[config.mk]
export PLATFORM = sky130hd
export DESIGN_NAME = hazard_ctrl
export DESIGN_NICKNAME = d
export VERILOG_FILES = /design/src/rtl/hazard_ctrl.sv
export SDC_FILE = /design/constraint.sdc
export NUM_CORES = 1
export LEC_CHECK = 0
export ABC_AREA = 1
export CAP_MARGIN = 25
export CORE_MARGIN = 4
export CORE_UTILIZATION = 50
export CTS_CLUSTER_DIAMETER = 50
export DETAILED_ROUTE_END_ITERATION = 12
export PLACE_DENSITY_LB_ADDON = 0.25
export SLEW_MARGIN = 20
export SYNTH_ARGS = -nofsm -noshare
export SYNTH_HDL_FRONTEND = slang
export SYNTH_SLANG_ARGS = --single-unit
[constraint.sdc]
create_clock -name clk -period 7.2 [get_ports clk]
set_input_delay 2.16 -clock clk [delete_from_list [all_inputs] [get_ports clk]]
set_output_delay 2.16 -clock clk [all_outputs]
set_load 0.005 [all_outputs]
[src/rtl/hazard_ctrl.sv]
// Hazard controller for the 5-stage core: per-stage enable/flush, EX forwarding selects,
// MDU wait FSM with timeout flag, and saturating stall/flush counters.
module hazard_ctrl #(
  parameter int CNT_W       = 16,
  parameter int MDU_TIMEOUT = 64
) (
  input  logic             clk,
  input  logic             rst_n,
  input  logic [4:0]       rs1_D,
  input  logic [4:0]       rs2_D,
  input  logic [4:0]       rs1_E,
  input  logic [4:0]       rs2_E,
  input  logic [4:0]       rd_E,
  input  logic             mem_read_E,
  input  logic [4:0]       rd_M,
  input  logic             reg_write_M,
  input  logic [4:0]       rd_W,
  input  logic             reg_write_W,
  input  logic             br_taken_E,
  input  logic             mdu_start_E,
  input  logic             mdu_done,
  output logic             enable_F,
  output logic             enable_D,
  output logic             enable_E,
  output logic             flush_D,
  output logic             flush_E,
  output logic [1:0]       fwd_a_E,
  output logic [1:0]       fwd_b_E,
  output logic             busy,
  output logic [CNT_W-1:0] stall_cnt,
  output logic [CNT_W-1:0] flush_cnt,
  output logic             mdu_timeout
);

  localparam int WCW = $clog2(MDU_TIMEOUT + 1);
  localparam logic [WCW-1:0] TIMEOUT_VAL = WCW'(MDU_TIMEOUT);

  // busy is the externally visible copy of the FSM state (1 == MDU_WAIT).
  typedef enum logic {
    RUN      = 1'b0,
    MDU_WAIT = 1'b1
  } state_t;

  state_t         state;
  state_t         state_nxt;
  logic           mdu_stall;
  logic           load_use;
  logic [WCW-1:0] wait_cnt;
  logic [WCW-1:0] wait_cnt_nxt;

  always_comb begin
    state_nxt = state;
    mdu_stall = 1'b0;
    case (state)
      RUN: begin
        if (mdu_start_E) begin
          state_nxt = MDU_WAIT;
          mdu_stall = 1'b1;
        end
      end
      MDU_WAIT: begin
        if (mdu_done) state_nxt = RUN;
        else          mdu_stall = 1'b1;
      end
      default: state_nxt = RUN;
    endcase
  end

  assign load_use = mem_read_E && (rd_E != 5'd0) && ((rd_E == rs1_D) || (rd_E == rs2_D));

  // Priority: MDU stall > taken branch > load-use. All forced benign while in reset.
  always_comb begin
    enable_F = 1'b1;
    enable_D = 1'b1;
    enable_E = 1'b1;
    flush_D  = 1'b0;
    flush_E  = 1'b0;
    if (rst_n) begin
      if (mdu_stall) begin
        enable_F = 1'b0;
        enable_D = 1'b0;
        enable_E = 1'b0;
      end else if (br_taken_E) begin
        flush_D = 1'b1;
        flush_E = 1'b1;
      end else if (load_use) begin
        enable_F = 1'b0;
        enable_D = 1'b0;
        flush_E  = 1'b1;
      end
    end
  end

  // MEM result is younger than WB, so it wins when both match.
  always_comb begin
    fwd_a_E = 2'b00;
    fwd_b_E = 2'b00;
    if (rst_n) begin
      if (reg_write_M && (rd_M != 5'd0) && (rd_M == rs1_E))      fwd_a_E = 2'b10;
      else if (reg_write_W && (rd_W != 5'd0) && (rd_W == rs1_E)) fwd_a_E = 2'b01;
      if (reg_write_M && (rd_M != 5'd0) && (rd_M == rs2_E))      fwd_b_E = 2'b10;
      else if (reg_write_W && (rd_W != 5'd0) && (rd_W == rs2_E)) fwd_b_E = 2'b01;
    end
  end

  assign busy = rst_n && (state == MDU_WAIT);

  always_comb begin
    wait_cnt_nxt = wait_cnt;
    if (state == RUN && mdu_start_E)                        wait_cnt_nxt = '0;
    else if (state == MDU_WAIT && wait_cnt != TIMEOUT_VAL)  wait_cnt_nxt = wait_cnt + WCW'(1);
  end

  always_ff @(posedge clk or negedge rst_n) begin
    if (!rst_n) begin
      state       <= RUN;
      wait_cnt    <= '0;
      mdu_timeout <= 1'b0;
      stall_cnt   <= '0;
      flush_cnt   <= '0;
    end else begin
      state    <= state_nxt;
      wait_cnt <= wait_cnt_nxt;
      // Flag only; the FSM keeps waiting for mdu_done.
      if (state == MDU_WAIT && wait_cnt_nxt == TIMEOUT_VAL) mdu_timeout <= 1'b1;
      if (!enable_D && stall_cnt != '1) stall_cnt <= stall_cnt + CNT_W'(1);
      if (flush_D && flush_cnt != '1)   flush_cnt <= flush_cnt + CNT_W'(1);
    end
  end

endmodule

==> results.md <==
- Clock-pin slew on the worst setup and hold paths: 0.08 ns
- Fmax: 160 MHz
- Clock root cell: clkbuf_8
- Required time worst endpoint: 5.04 ns
- DIE HEIGHT: about 84 um
- Post_cts resized: 0
- Synth Register Bits: roughly 40
- Pre-Repair DR Iteration Count: 4
- Placed Instances: 556
- Final setup TNS: 0 ns
- Global Route met2 Usage: 35.7%
- Vias in the first global route: 2,794
- Clk_skew: 0.00850 ns
- Full die area: 7130 um2
- Netlist Area Pre-Place: around 3000 um2
- Routed len/inst: ~13 um
- Crit path kind: in -> out
- P&R area growth vs syn: 33.9%
- Design Power: approximately 0.73 mW
- WP data arrival: between 4 and 5 ns
- CP bufs+invs: 4
- TritonCTS clock tree: done
- Final net count: 538
- Vias/cell: a little over 5
- Initial antenna violation count: 0
- Post-route insts no fill: 563
- Vias post-DR: 2,832
- # setup viols final: 0
- Mapped Nets: 453
- Crit path top cell by count: nand2_1
- Min Tclk post-route: ~6.2 ns
- Worst-skew pair later-pin latency: 0.29 ns
- PD cells: 187 nW/um2
- Post-route DRC: 0
- Total gr overflow: 0
- Clock sinks: 41
- First-pass GRT wire length: 12,300 um
- Post-synth ARST share: 100%
- Met1 usage: 25.8%
- Relative slew slack: 65.3%
- Synth Warn #: 0
- Max IR drop VDD: 0.168 mV
- Crit end category: primary output
- # rows: 27
- Post-Synthesis Cells: between 400 and 500
- Core footprint: 5570 um2
- Max incr delay on CP: about 0.49 ns
- Cells along the critical path: clkdlybuf4s50_1 > inv_1 > nand2_1 > nand2_1 > nor2_1 > nand3_1 > nand2_1 > nand3_1 > nand2_2 > inv_1 > clkdlybuf4s50_1
- Pins Over Slew Limit: 0
- Post-DP HPWL: 5480 um
- Largest net degree at the start of global routing: 43
- Met3 Use GR: 3.83%
- Ports: 86
- Postcts setup bufs: 0
- CTS Buffer Depth: 2
- Cts bufs inserted: 5
- 1st-iter DRT viols: 135
- Ys flop type: dfrtp_1
- Crit path max-delay family: buffers and inverters
- Leakage: 1.89 nW
- Hold WC Path Type: reg -> reg
- ANT nets after route: 0
- Number of H-tree levels: 2
- Crit Path Max Fanout: 18
- RD Place Congestion: 0.885
- Gr busiest metal: met2
- R2R Setup Slk: 5.22 ns
- Startpoint Class: primary input
- Final Hold Fails: 0
- Worst-Margin Slew: about 0.52 ns
- Filler Cell Count: roughly 500
- Die width: 84.4 um
- Worst slack, placed: 0.932 ns
- IO Port Bufs: 85
- Final wirelength: approximately 7000 um
- Unrepaired setup endpoints after global routing: no
- Number of max-cap violations: 0
- Layout cell share with drive strength beyond 1: ~5.3%
- Number of enable flip-flop cells after synthesis: 0
- Yosys cell types: 29
- N_diodes: 0
- Status: finished clean
- Setup ws final: 0.961 ns
- Mean post-synth cell area: 7.19 um2
- Sequential area share after synthesis: 35.1%
- Total Routing Usage GR: 20.7%
- Critical-path top delay cell: clkdlybuf4s50_1
- # hold bufs at CTS: 0
- Final period util: about 87%
- Initial Util: 52.4%
## synth_stat cells (4+ instances only)
library cell  instances  share of area, %
nand4_1              10               2.1
nand2_2               4              0.86
xnor2_1              27               8.1
xor2_1               23               6.9
nor2_1               37               4.8
dfrtp_1              41                35
a21oi_1               4              0.69
nand3_1              45               7.7
ha_1                  4               1.7
inv_1                49               6.3
nand2_1             119                15
o21ai_0               7               1.2
nor3_1               11               1.9
## layer usage
| layer | up-vias | part of all wire [%] |
|---|---|---|
| met5 | - | 0 |
| met4 | 0 | 2.4 |
| met3 | 14 | 4.9 |
| met2 | 79 | 49 |
| met1 | 1291 | 43 |
| li1 | 1448 | - |
## path summary, 6_finish.rpt
check,from,endpoint,cells after the start
max,rd_E[1],enable_F,11
min,mdu_timeout,mdu_timeout,2
max reg2reg,stall_cnt[0],stall_cnt[0],9
min reg2reg,mdu_timeout,mdu_timeout,2
min in group asynchronous,rst_n,wait_cnt[2],2
max in group asynchronous,rst_n,flush_cnt[14],2
## registers in the layout, indices dropped and copies added (netlist names)
| signal | flops |
|---|---|
| flush_cnt | 16 |
| mdu_timeout | 1 |
| stall_cnt | 16 |
| state | 1 |
| wait_cnt | 7 |
## area by class of cell
class	count	area (um2)	share of cell area, %
Clock buffer	5	68.8	1.76
Clock inverter	2	35.0	0.896
Inverter	51	193	4.93
Multi-Input combinational cell	306	1640	42.0
Sequential cell	41	1030	26.2
Tap cell	72	90.1	2.30
Timing Repair Buffer	86	853	21.8
## cell families after synthesis
group / Yosys count / share of synthesized area [%]
xor gates and xnor gates: 50 / 15.0
AOI/OAI and AO/OA: 13 / 2.49
and+or+nand+nor: 239 / 37.1
adders and majority gates: 4 / 1.71
DFF: 41 / 35.1
buffers and inverters: 59 / 8.57
## power by group
part	switching, mW	total, mW	leakage, nW	internal, mW
logic	0.108	0.233	1.29	0.125
clock network	0.0802	0.181	0.0540	0.101
registers	0.0517	0.316	0.542	0.265
## layout by cell type (no fill, tap or decap), drive strengths merged, types with 5 or more instances in the layout
cell             n
nand2          125
clkdlybuf4s50   84
inv             50
nand3           45
dfrtp           41
nor2            39
xnor2           27
xor2            23
nor3            12
nand4           11
o21ai            8
clkbuf           5
## stage by stage
stage / hold WS, ns / utilization [%] / instance area, um2
floorplan: 0.457 / - / 2920
global placement: 0.448 / 68.3 / 3810
detailed placement: 0.470 / 68.3 / 3810
CTS: 0.491 / 70.1 / 3910
global route: 0.524 / 70.1 / 3910
finish: 0.483 / 70.1 / 3910
## worst min-delay path, stage by stage (launching register included)
cell     delay, ns
dfrtp_1       0.35
inv_1         0.05
nand2_1       0.06
Power figures use the tool's default switching activity.
